File: src/rtl/wb_sdrc_arbiter.sv
// wb_sdrc_arbiter
// Two-master Wishbone arbiter in front of the SDRAM controller slave port.
// The grant is round-robin at Wishbone cycle granularity and is held for
// the whole cyc. A per-transfer watchdog ends a stalled strobe with err and
// releases the bus. At least one idle cycle always separates two grants.

module wb_sdrc_arbiter #(
    parameter int AW      = 26,
    parameter int DW      = 32,
    parameter int SW      = DW / 8,
    parameter int TIMEOUT = 256
) (
    input  logic          wb_clk_i,
    input  logic          wb_rst_i,

    // master 0
    input  logic          m0_cyc_i,
    input  logic          m0_stb_i,
    input  logic          m0_we_i,
    input  logic [SW-1:0] m0_sel_i,
    input  logic [AW-1:0] m0_adr_i,
    input  logic [DW-1:0] m0_dat_i,
    output logic [DW-1:0] m0_dat_o,
    output logic          m0_ack_o,
    output logic          m0_err_o,

    // master 1
    input  logic          m1_cyc_i,
    input  logic          m1_stb_i,
    input  logic          m1_we_i,
    input  logic [SW-1:0] m1_sel_i,
    input  logic [AW-1:0] m1_adr_i,
    input  logic [DW-1:0] m1_dat_i,
    output logic [DW-1:0] m1_dat_o,
    output logic          m1_ack_o,
    output logic          m1_err_o,

    // shared slave (SDRAM controller)
    output logic          s_cyc_o,
    output logic          s_stb_o,
    output logic          s_we_o,
    output logic [SW-1:0] s_sel_o,
    output logic [AW-1:0] s_adr_o,
    output logic [DW-1:0] s_dat_o,
    input  logic [DW-1:0] s_dat_i,
    input  logic          s_ack_i,

    output logic [1:0]    gnt_o
);

    typedef enum logic [1:0] {
        IDLE = 2'd0,
        GNT0 = 2'd1,
        GNT1 = 2'd2
    } state_e;

    // Watchdog sizing. A zero TIMEOUT keeps a 1-bit counter that never moves.
    localparam bit          TO_EN   = (TIMEOUT > 0);
    localparam int          CW      = (TIMEOUT > 0) ? $clog2(TIMEOUT + 1) : 1;
    localparam logic [CW-1:0] TO_LAST = CW'((TIMEOUT > 0) ? TIMEOUT - 1 : 0);

    state_e        state_q, state_d;
    logic          last_gnt_q, last_gnt_d;   // 1: master 1 held the bus last
    logic [CW-1:0] to_cnt_q, to_cnt_d;

    logic          stb_act;                  // strobe currently routed to the slave
    logic          timeout_hit;              // watchdog expires this cycle

    // Read data goes to both masters; only the ack qualifies it.
    assign m0_dat_o = s_dat_i;
    assign m1_dat_o = s_dat_i;

    assign stb_act = !wb_rst_i &&
                     (((state_q == GNT0) && m0_stb_i) ||
                      ((state_q == GNT1) && m1_stb_i));

    // Ack in the last allowed cycle wins over the timeout.
    assign timeout_hit = TO_EN && stb_act && !s_ack_i && (to_cnt_q == TO_LAST);

    // Route the granted master onto the slave port and steer ack/err back.
    always_comb begin
        // NOTE: every output gets a default before the case so no latch is inferred.
        s_cyc_o  = 1'b0;
        s_stb_o  = 1'b0;
        s_we_o   = 1'b0;
        s_sel_o  = '0;
        s_adr_o  = '0;
        s_dat_o  = '0;
        m0_ack_o = 1'b0;
        m0_err_o = 1'b0;
        m1_ack_o = 1'b0;
        m1_err_o = 1'b0;
        gnt_o    = 2'b00;

        if (!wb_rst_i) begin
            unique case (state_q)
                GNT0: begin
                    gnt_o    = 2'b01;
                    s_cyc_o  = m0_cyc_i;
                    s_stb_o  = m0_stb_i;
                    s_we_o   = m0_we_i;
                    s_sel_o  = m0_sel_i;
                    s_adr_o  = m0_adr_i;
                    s_dat_o  = m0_dat_i;
                    m0_ack_o = s_ack_i & m0_stb_i;
                    m0_err_o = timeout_hit;
                end
                GNT1: begin
                    gnt_o    = 2'b10;
                    s_cyc_o  = m1_cyc_i;
                    s_stb_o  = m1_stb_i;
                    s_we_o   = m1_we_i;
                    s_sel_o  = m1_sel_i;
                    s_adr_o  = m1_adr_i;
                    s_dat_o  = m1_dat_i;
                    m1_ack_o = s_ack_i & m1_stb_i;
                    m1_err_o = timeout_hit;
                end
                default: begin
                    // IDLE: nothing routed, stale slave acks are dropped here.
                end
            endcase
        end
    end

    // Next-state, round-robin choice and watchdog count.
    always_comb begin
        state_d    = state_q;
        last_gnt_d = last_gnt_q;
        to_cnt_d   = '0;

        unique case (state_q)
            IDLE: begin
                if (m0_cyc_i && m1_cyc_i) begin
                    if (last_gnt_q) begin
                        state_d    = GNT0;
                        last_gnt_d = 1'b0;
                    end else begin
                        state_d    = GNT1;
                        last_gnt_d = 1'b1;
                    end
                end else if (m0_cyc_i) begin
                    state_d    = GNT0;
                    last_gnt_d = 1'b0;
                end else if (m1_cyc_i) begin
                    state_d    = GNT1;
                    last_gnt_d = 1'b1;
                end
            end
            GNT0: begin
                if (!m0_cyc_i || timeout_hit) begin
                    state_d = IDLE;
                end else if (TO_EN && stb_act && !s_ack_i) begin
                    to_cnt_d = to_cnt_q + CW'(1);
                end
            end
            GNT1: begin
                if (!m1_cyc_i || timeout_hit) begin
                    state_d = IDLE;
                end else if (TO_EN && stb_act && !s_ack_i) begin
                    to_cnt_d = to_cnt_q + CW'(1);
                end
            end
            default: state_d = IDLE;
        endcase
    end

    // State, last-grant and watchdog registers with synchronous reset.
    always_ff @(posedge wb_clk_i) begin
        // NOTE: non-blocking assignments so every register samples pre-edge values.
        if (wb_rst_i) begin
            state_q    <= IDLE;
            last_gnt_q <= 1'b1;
            to_cnt_q   <= '0;
        end else begin
            state_q    <= state_d;
            last_gnt_q <= last_gnt_d;
            to_cnt_q   <= to_cnt_d;
        end
    end

endmodule

File: config.mk
export PLATFORM = sky130hd
export DESIGN_NAME = wb_sdrc_arbiter
export DESIGN_NICKNAME = d
export VERILOG_FILES = /design/src/rtl/wb_sdrc_arbiter.sv
export SDC_FILE = /design/constraint.sdc
export NUM_CORES = 1
export LEC_CHECK = 0
export BUFFER_PORTS_ARGS = -buffer_cell sky130_fd_sc_hd__buf_2
export CAP_MARGIN = 0
export CORE_AREA = 4 4 116 118
export CTS_BUF_LIST = sky130_fd_sc_hd__clkbuf_8
export DETAILED_ROUTE_END_ITERATION = 6
export DIE_AREA = 0 0 120 122
export HOLD_SLACK_MARGIN = 0.06
export PLACE_DENSITY = 0.46
export SYNTH_ARGS = -nofsm -noshare
export SYNTH_HDL_FRONTEND = slang
export SYNTH_SLANG_ARGS = --single-unit
File: constraint.sdc
create_clock -name wb_clk_i -period 2.2 [get_ports wb_clk_i]
set_input_delay 0.22 -clock wb_clk_i [delete_from_list [all_inputs] [get_ports wb_clk_i]]
set_output_delay 0.22 -clock wb_clk_i [all_outputs]
set_load 0.01 [all_outputs]
==> reports/qor.txt, run 1 <==
GR Overflow Total: 0
Row count: 41
Total negative setup slack: 0 ns
Sw frac: 37.42%
YS warnings: 0
HP Class: in2reg
Peak VDD IR: 0.0001730 V
Status: finished clean
# fillers: 1,420
Pleak: 0.001358 uW
Starting Density: 15.41%
Layout overhead on the synthesized area: 40.65%
Type of the worst setup path: reg2out
CP startpoint kind: register
CTS hold repair buffers: 0
Dpl hpwl: 6680 um
Synthesized net count: 452
Synth Area per Inst: 6.811 um2
Power, Total: 960.2 uW
#FFs+latches synth: 12
Worst reg2reg setup slack: 0.31 ns
Mapped Area: 0.001921 mm2
Largest net degree at the start of global routing: 42
Initial antenna violation count: 0
Clock power share: 24.9%
Min-Delay Path Depth: 2
Ratio of cells with drive above 1 in the final layout: 54.01%
Worst-Skew Late Latency: 0.24 ns
Area after DPL: 0.002633 mm2
H-tree level count: 1
Routability cong.: 0.7328
CTS root buffer: clkbuf_8
CTS tree: built
Max Cap Viol: 0
Post-synth cell types: 27
Sequential element share of the synthesized area: 12.51%
Longest Clk Path Bufs: 2
Minimum clock period: 2.033 ns
Die width: 120 um
Worst hold path endpoint: last_gnt_q
Final Cycle Share: 92.39%
Via total after detailed routing: 2,436
Vias per cell: 4.178
First-pass GRT wire length: 11,640 um
Chip height: 122 um
Reg clk slew, reported paths: 0.05 ns
CTS sink count: 12
Wirelength, routed: 7959 um
# port buffers: 203
Switching power: 359.3 uW
Final Hold Viols: 0
Place WS: 0.4111 ns
Worst-margin pin slew: 0.4201 ns
N_diodes: 0
Normalized max-slew margin: 71.99%
Worst r2r dst: state_q[0]
Layout Nets: 582
Worst Skew: 0.0008245 ns
Pwr Density: 355.4 mW/mm2
Ports: 300
Vias in the first global route: 2,386
Final instance area: 0.002701 mm2
R2R cell count: 8
F_max: 0.4920 GHz
Power share of the sequential group: 23.8%
Crit-path max FO: 5
Critical Path AT: 1.81 ns
Post-synthesis cell count: 282
All-Layer GR Usage: 9.612%
RSZ-0062 raised after global routing: no
Reg-to-Reg Start: to_cnt_q[0]
PnR worst setup slack: 0.1674 ns
Pins Over Slew Limit: 0
Non-filler instance count after layout: 583
Post-route ant nets: 0
Total CTS buffers: 3
Routed wire per std cell: 13.65 um
Combinational share of power: 51.3%
Die area: 0.01464 mm2
Hold path startpoint: wb_rst_i
Final setup vio count: 0
DR DRC count: 0
Placed insts: 578
Core area: 0.01247 mm2
Int Pwr: 600.9 uW
Worst Path Required: 1.98 ns
Drt first pass iters: 4
Critical Path Sink Type: output port
DRT iter0 DRCs: 85
## metrics by stage
stage | hold WS [ns] | utilization [%]
2_1_floorplan | 0.3266 | -
3_3_place_gp | 0.4401 | 21.12
3_5_place_dp | 0.4401 | 21.12
4_1_cts | 0.2841 | 21.56
5_1_grt | 0.3064 | 21.67
6_report | 0.2882 | 21.67
## power groups by stage
stage               combinational [uW]  clock, uW  sequential, uW
floorplan                          395          0             232
global placement                   484          0             232
detailed placement                 491          0             233
CTS                                494        244             228
global route                       544        254             229
finish                             493        239             229
## layout by cell type, fill, tap and decap left out
master	instances
ha_2	2
o21ai_0	2
a21oi_1	1
xor2_1	5
a31oi_1	1
nor2b_1	3
buf_12	1
a22oi_1	64
nand2_1	3
xnor2_1	1
nand3_1	5
buf_4	6
nor3b_4	1
nand2b_2	1
nor2_1	75
and2_1	2
a2bb2oi_1	1
clkbuf_8	4
a22oi_2	1
ha_1	3
inv_1	4
nor3_2	1
nand2_2	1
buf_2	203
and3_1	4
or2_2	1
o32ai_1	2
and4b_1	1
dfxtp_1	12
## critical path, stage by stage, from the launching register on
cell and delay, ns:
dfxtp_1 0.39, ha_1 0.23, nand3_1 0.12, nor2_1 0.13, ha_1 0.20, nor3b_4 0.24, and2_1 0.15, buf_2 0.12
## logic make-up after synthesis
group	synth area share, %
simple gates	22.15
xor+xnor	2.736
buf+inv	31.20
flops	12.51
fa+ha+maj	3.257
compound gates	28.14
## flip-flops by register name (all words and copies together) (netlist names)
name and flops:
to_cnt_q 9, state_q 2, last_gnt_q 1
## cells in the mapped netlist, drive strengths merged
cell     number  share of area, %
and2          2              0.65
a2bb2oi       1              0.46
and4b         1              0.52
nor2         75                15
nand2b        1              0.33
nor2b         3              0.98
nor3b         1              0.65
o21ai         2              0.52
clkbuf        1              0.20
xnor2         1              0.46
a31oi         1              0.33
nand3         5               1.3
or2           1              0.33
xor2          5               2.3
buf          84                30
nand2         4              0.91
ha            5               3.3
o32ai         2              0.91
inv           4              0.78
a22oi        65                26
nor3          1              0.52
a21oi         1              0.26
and3          4               1.3
dfxtp        12                13
## routing by layer
metal	GRT usage, %	share of wire, %
met1	10.81	38
met2	17.70	50
met3	2.553	9.3
met4	2.935	2.1
met5	0	0
## worst max-delay path by stage
| stage | to | start | slack [ns] | depth (start not counted) |
|---|---|---|---|---|
| 4_1_cts | m1_err_o | to_cnt_q[0] | 0.14 | 7 |
| 3_3_place_gp | m1_err_o | to_cnt_q[0] | 0.43 | 7 |
| 2_1_floorplan | m0_err_o | to_cnt_q[0] | 0.64 | 6 |
| 6_report | m1_err_o | to_cnt_q[0] | 0.17 | 7 |
| 3_5_place_dp | m0_err_o | to_cnt_q[0] | 0.41 | 7 |
| 5_1_grt | m1_err_o | to_cnt_q[0] | 0.007 | 7 |
## what timing repair did
item                       4_1_cts  5_1_grt
gates resized for setup          0        1
setup endpoints to repair        0        1
setup buffers                    0        1
## area by class of cell
cell class | instances | area (um2) | area share [%]
Multi-Input combinational cell | 181 | 1095 | 40.53
Sequential cell | 12 | 240.2 | 8.893
Inverter | 4 | 15.01 | 0.5558
Tap cell | 172 | 215.2 | 7.967
Timing Repair Buffer | 210 | 1081 | 40.02
Clock buffer | 4 | 55.05 | 2.038
(Power assumes the default switching activity.)
==> run 2: changes to the inputs <==
- BUFFER_PORTS_ARGS: -buffer_cell sky130_fd_sc_hd__buf_2 -> -buffer_cell sky130_fd_sc_hd__buf_4
- CTS_BUF_LIST: sky130_fd_sc_hd__clkbuf_8 -> unset
==> run 2 against run 1 <==
Non-clock buffer count unchanged. Global-route usage grew 1.1 points. Power rose by 23%. Via count fell by 1.2%. Combinational power increased by 19%. Register-to-register slack improved by 0.04 ns.
==> reports/qor.txt, run 2 (synthesis gave the netlist of run 1 again) <==
Status: finished clean (unchanged)
N_diodes: 0 (unchanged)
Worst-Skew Late Latency: 0.24 ns (about the same)
Ports: 300 (unchanged)
CP startpoint kind: register (unchanged)
DRT iter0 DRCs: 83 (was 85)
Area occupied by multi-input gates: 0.001097 mm2 (was 0.001095 mm2)
Type of the worst setup path: reg2out (unchanged)
Layout Nets: 582 (unchanged)
Worst r2r dst: state_q[0] (unchanged)
Chip height: 122 um (unchanged)
CTS root buffer: clkbuf_16 (was clkbuf_8)
Worst Path Required: 1.98 ns (about the same)
Worst reg2reg setup slack: 0.35 ns (was 0.31 ns)
Commonest non-fill, non-tap cell in the layout: buf_4 (was buf_2)
Reg clk slew, reported paths: 0.04 ns (was 0.05 ns)
Longest Clk Path Bufs: 2 (unchanged)
Initial antenna violation count: 0 (unchanged)
Area after DPL: 0.003153 mm2 (was 0.002633 mm2)
Total CTS buffers: 3 (unchanged)
CTS tree: built (unchanged)
CTS hold repair buffers: 0 (unchanged)
Final Hold Viols: 0 (unchanged)
HP Class: in2reg (unchanged)
RSZ-0062 raised after global routing: no (unchanged)
Final instance area: 0.003258 mm2 (was 0.002701 mm2)
All-Layer GR Usage: 10.72% (was 9.612%)
Max reg flops: 9 (unchanged)
Worst-margin pin slew: 0.3759 ns (was 0.4201 ns)
DR DRC count: 0 (unchanged)
Hold path startpoint: wb_rst_i (unchanged)
Via total after detailed routing: 2,407 (was 2,436)
Worst Skew: 0.002675 ns (was 0.0008245 ns)
# port buffers: 203 (unchanged)
Vias in the first global route: 2,453 (was 2,386)
Post-route ant nets: 0 (unchanged)
Pins Over Slew Limit: 0 (unchanged)
Final Cycle Share: 90.13% (was 92.39%)
Critical Path Sink Type: output port (unchanged)
Biggest register: to_cnt_q (unchanged)
Ratio of cells with drive above 1 in the final layout: 54.26% (was 54.01%)
Vias per cell: 4.129 (was 4.178)
Peak VDD IR: 0.0003191 V (was 0.0001730 V)
F_max: 0.5043 GHz (was 0.4920 GHz)
Pleak: 0.001480 uW (was 0.001358 uW)
Die width: 120 um (unchanged)
GR Overflow Total: 0 (unchanged)
Register area: 240.2 um2 (unchanged)
Min-Delay Path Depth: 2 (unchanged)
Routed wire per std cell: 14.57 um (was 13.65 um)
Critical Path AT: 1.76 ns (was 1.81 ns)
Reg-to-Reg Start: to_cnt_q[0] (unchanged)
Minimum clock period: 1.983 ns (was 2.033 ns)
Commonest cells after routing, fill and taps aside: buf_4 (208), nor2_1 (75), a22oi_1 (64) (was buf_2 (203), nor2_1 (75), a22oi_1 (64))
Crit-path max FO: 5 (unchanged)
Starting Density: 15.41% (unchanged)
# fillers: 1,413 (was 1,420)
H-tree level count: 1 (unchanged)
Wirelength, routed: 8494 um (was 7959 um)
Die area: 0.01464 mm2 (unchanged)
Row count: 41 (unchanged)
Worst hold path endpoint: last_gnt_q (unchanged)
Final setup vio count: 0 (unchanged)
Dpl hpwl: 7096 um (was 6680 um)
Normalized max-slew margin: 74.94% (was 71.99%)
CTS sink count: 12 (unchanged)
Total negative setup slack: 0 ns (unchanged)
R2R cell count: 8 (unchanged)
Pwr Density: 363.3 mW/mm2 (was 355.4 mW/mm2)
Largest net degree at the start of global routing: 36 (was 42)
Layout overhead on the synthesized area: 69.64% (was 40.65%)
Drt first pass iters: 4 (unchanged)
Core area: 0.01247 mm2 (unchanged)
Biggest regs: to_cnt_q: 9 flops, state_q: 2 flops, last_gnt_q: 1 flops (unchanged)
First-pass GRT wire length: 12,840 um (was 11,640 um)
Routability cong.: 0.7253 (was 0.7328)
Max Cap Viol: 0 (unchanged)
-- run 2: worst max-delay path: stages (launching register included) --
cell     delay (ns)
dfxtp_1        0.38
ha_2           0.22
nand3_1        0.10
nor2_1         0.13
ha_1           0.20
nor3b_4        0.22
and2_1         0.15
buf_4          0.11
-- run 2: where the power goes --
part | switching (uW) | internal (uW)
Clock | 94.6 | 274
Sequential | 4.78 | 225
Combinational | 277 | 308
-- run 2: worst max-delay path by stage --
stage,startpoint,endpoint,slack [ns],depth (start not counted)
5_1_grt,to_cnt_q[0],m0_err_o,0.06,7
2_1_floorplan,to_cnt_q[0],m0_err_o,0.64,6
3_3_place_gp,to_cnt_q[0],m1_err_o,0.43,7
3_5_place_dp,to_cnt_q[0],m1_err_o,0.37,7
4_1_cts,to_cnt_q[0],m1_err_o,0.12,7
6_report,to_cnt_q[0],m1_err_o,0.22,7
-- run 2: layer usage --
| metal | vias to the layer above | wire length, um | track usage [%] |
|---|---|---|---|
| li1 | 1174 | - | - |
| met3 | 17 | 854 | 3.296 |
| met5 | - | 0 | 0 |
| met1 | 1087 | 3153 | 12.32 |
| met2 | 129 | 4310 | 18.93 |
| met4 | 0 | 176 | 3.579 |
-- run 2: final cells by class --
type / instances / area share [%]
clock buffer: 4 / 2.727
multi-input combinational: 181 / 33.68
inverter: 4 / 0.4608
sequential: 12 / 7.373
tap: 172 / 6.605
timing repair buffer: 210 / 49.16
-- run 2: repair_timing --
item                       4_1_cts  5_1_grt
buffers inserted                 0        1
gates resized for setup          0        2
setup endpoints to repair        0        2
-- run 2: stage by stage --
stage                     total power, uW  util (%)  hold slack [ns]  std cells  setup slack (ns)
final                                1184     26.14           0.2438        583            0.2171
after global routing                 1264     26.14           0.2596        583           0.05657
after CTS                            1195     26.01           0.2420        582            0.1154
after detailed placement            821.9     25.29           0.4401        578            0.3733
after global placement              814.6     25.29           0.4401        578            0.4339
after floorplan                     626.6         -           0.3266        282            0.6441
==> run 3: changes to the inputs <==
- ABC_AREA: unset -> 0
- PLACE_DENSITY: 0.46 -> 0.47
- clock period: 2.2 -> 1.6 ns (I/O delays scaled with it)
==> run 3 against run 2 <==
The run now ends with setup timing left. Critical path depth down 1. First-iteration DRC count down 27%. Flip-flop and latch count unchanged. Power up 99%. Clock skew about the same. Die area unchanged. Sequential share of layout area down 2.1 points. Worst setup slack worse by 0.38 ns. Cell area up 45%. Combinational power rose to 2.6 times the previous value. Largest power group unchanged. Highest routed layer unchanged.
==> reports/qor.txt, run 3 (synthesis gave the netlist of run 1 again) <==
Dpl hpwl: 7550 um (was 7096 um)
Chip height: 122 um (unchanged)
DR DRC count: 0 (unchanged)
Commonest non-fill, non-tap cell in the layout: buf_4 (unchanged)
Type of the worst setup path: reg2out (unchanged)
# port buffers: 203 (unchanged)
Worst Path Required: 1.44 ns (was 1.98 ns)
Vias in the first global route: 2,668 (was 2,453)
Slowest stage cell, crit path: dfxtp_2 (was dfxtp_1)
Largest net degree at the start of global routing: 40 (was 36)
Minimum clock period: 1.761 ns
Status: finished, violations left (was finished clean)
RSZ-0062 raised after global routing: yes (was no)
CP startpoint kind: register (unchanged)
DRT iter0 DRCs: 61 (was 83)
H-tree level count: 1 (unchanged)
First-pass GRT wire length: 14,630 um (was 12,840 um)
Pleak: 0.001839 uW (was 0.001480 uW)
Longest Clk Path Bufs: 2 (unchanged)
Final Cycle Share: 110.1%
Normalized max-slew margin: 79.64% (was 74.94%)
Pwr Density: 497.3 mW/mm2 (was 363.3 mW/mm2)
Commonest cells after routing, fill and taps aside: buf_4 (171), a22oi_2 (59), buf_6 (50) (was buf_4 (208), nor2_1 (75), a22oi_1 (64))
CTS tree: built (unchanged)
Critical Path Sink Type: output port (unchanged)
Post-layout util: 38.02% (was 26.14%)
Layout Nets: 613 (was 582)
Reg clk slew, reported paths: 0.04 ns (about the same)
Biggest regs: to_cnt_q: 9 flops, state_q: 2 flops, last_gnt_q: 1 flops (unchanged)
Row count: 41 (unchanged)
Post-route ant nets: 0 (unchanged)
CTS root buffer: clkbuf_16 (unchanged)
Worst-margin pin slew: 0.3053 ns (was 0.3759 ns)
Die area: 0.01464 mm2 (unchanged)
PnR worst setup slack: -0.1610 ns (was 0.2171 ns)
Non-filler instance count after layout: 614 (was 583)
Max reg flops: 9 (unchanged)
Max Cap Viol: 0 (unchanged)
Ratio of cells with drive above 1 in the final layout: 88.46% (was 54.26%)
Bufs and invs on worst path: 3 (was 1)
Core area: 0.01247 mm2 (unchanged)
Final instance area: 0.004740 mm2 (was 0.003258 mm2)
Final setup vio count: 70 (was 0)
Drt first pass iters: 4 (unchanged)
Wirelength, routed: 10,960 um (was 8494 um)
Critical Path AT: 1.60 ns (was 1.76 ns)
Pins Over Slew Limit: 0 (unchanged)
Total CTS buffers: 3 (unchanged)
N_diodes: 0 (unchanged)
Area after DPL: 0.003278 mm2 (was 0.003153 mm2)
Worst-Skew Late Latency: 0.24 ns (about the same)
Routability cong.: 0.8834 (was 0.7253)
Crit-path max FO: 25 (was 5)
Final Hold Viols: 0 (unchanged)
Layout overhead on the synthesized area: 146.8% (was 69.64%)
CTS sink count: 12 (unchanged)
Worst Skew: 0.002817 ns (was 0.002675 ns)
CTS hold repair buffers: 0 (unchanged)
Failing checks: setup timing
GR Overflow Total: 0 (unchanged)
Crit-path leading delay family: buffers and inverters (was simple AND/OR/NAND/NOR gates)
F_max: 0.5679 GHz
Via total after detailed routing: 2,655 (was 2,407)
Ports: 300 (unchanged)
Starting Density: 15.41% (unchanged)
Peak VDD IR: 0.0006441 V (was 0.0003191 V)
HP Class: in2reg (unchanged)
Max stage delay on crit path: 0.33 ns (was 0.38 ns)
All-Layer GR Usage: 12.37% (was 10.72%)
Initial antenna violation count: 0 (unchanged)
Place WS: -0.009715 ns (was 0.3733 ns)
Crit path cell chain: buf_4 -> ha_4 -> buf_12 -> a22oi_2 -> nor2_4 -> buf_6 (was ha_2 -> nand3_1 -> nor2_1 -> ha_1 -> nor3b_4 -> and2_1 -> buf_4)
Placed insts: 588 (was 578)
Routed wire per std cell: 17.84 um (was 14.57 um)
Die width: 120 um (unchanged)
Biggest register: to_cnt_q (unchanged)
Vias per cell: 4.324 (was 4.129)
-- run 3: timing repair --
item / in CTS / in global routing
buffers inserted: 10 / 4
resized for setup: 101 / 155
pin swaps: 14 / 74
endpoints found under the setup margin: 71 / 76
cloned: 4 / 6
-- run 3: power by group --
group / total, uW / internal (uW) / switching, uW
clock network: 515 / 378 / 137
registers: 319 / 310 / 8.66
logic: 1520 / 792 / 731
total: 2360 / 1480 / 877
-- run 3: final cells by class --
type / count / area, um2
fillers: 1254 / 7726
repair buffers: 241 / 2295
multi-input cells: 181 / 1872
flip-flops and latches: 12 / 249.0
well taps: 172 / 215.2
clock buffers: 4 / 88.84
inverters: 4 / 20.02
-- run 3: per-layer routing --
metal	global-route usage (%)	vias to the layer above	share of wire [%]
met5	0	-	0
met4	3.221	0	2.6
met3	2.878	37	6.3
li1	-	1244	-
met1	14.05	1259	37
met2	23.18	115	54
-- run 3: final timing paths --
check	from	to	slack (ns)	cells after the start
worst min-delay path	wb_rst_i	state_q[1]	0.19	2
worst min register to register	to_cnt_q[6]	to_cnt_q[6]	0.54	2
worst max register to register	state_q[1]	state_q[0]	-0.10	8
worst max-delay path	state_q[1]	s_we_o	-0.16	6
-- run 3: stage by stage --
stage | total power, uW | hold WS (ns) | TNS, ns
2_1_floorplan | 861.5 | 0.2666 | 0
3_3_place_gp | 1167 | 0.3201 | -0.01168
3_5_place_dp | 1176 | 0.3201 | -0.02445
4_1_cts | 1992 | 0.1788 | -6.174
5_1_grt | 2469 | 0.2185 | -11.45
6_report | 2357 | 0.1945 | -6.554
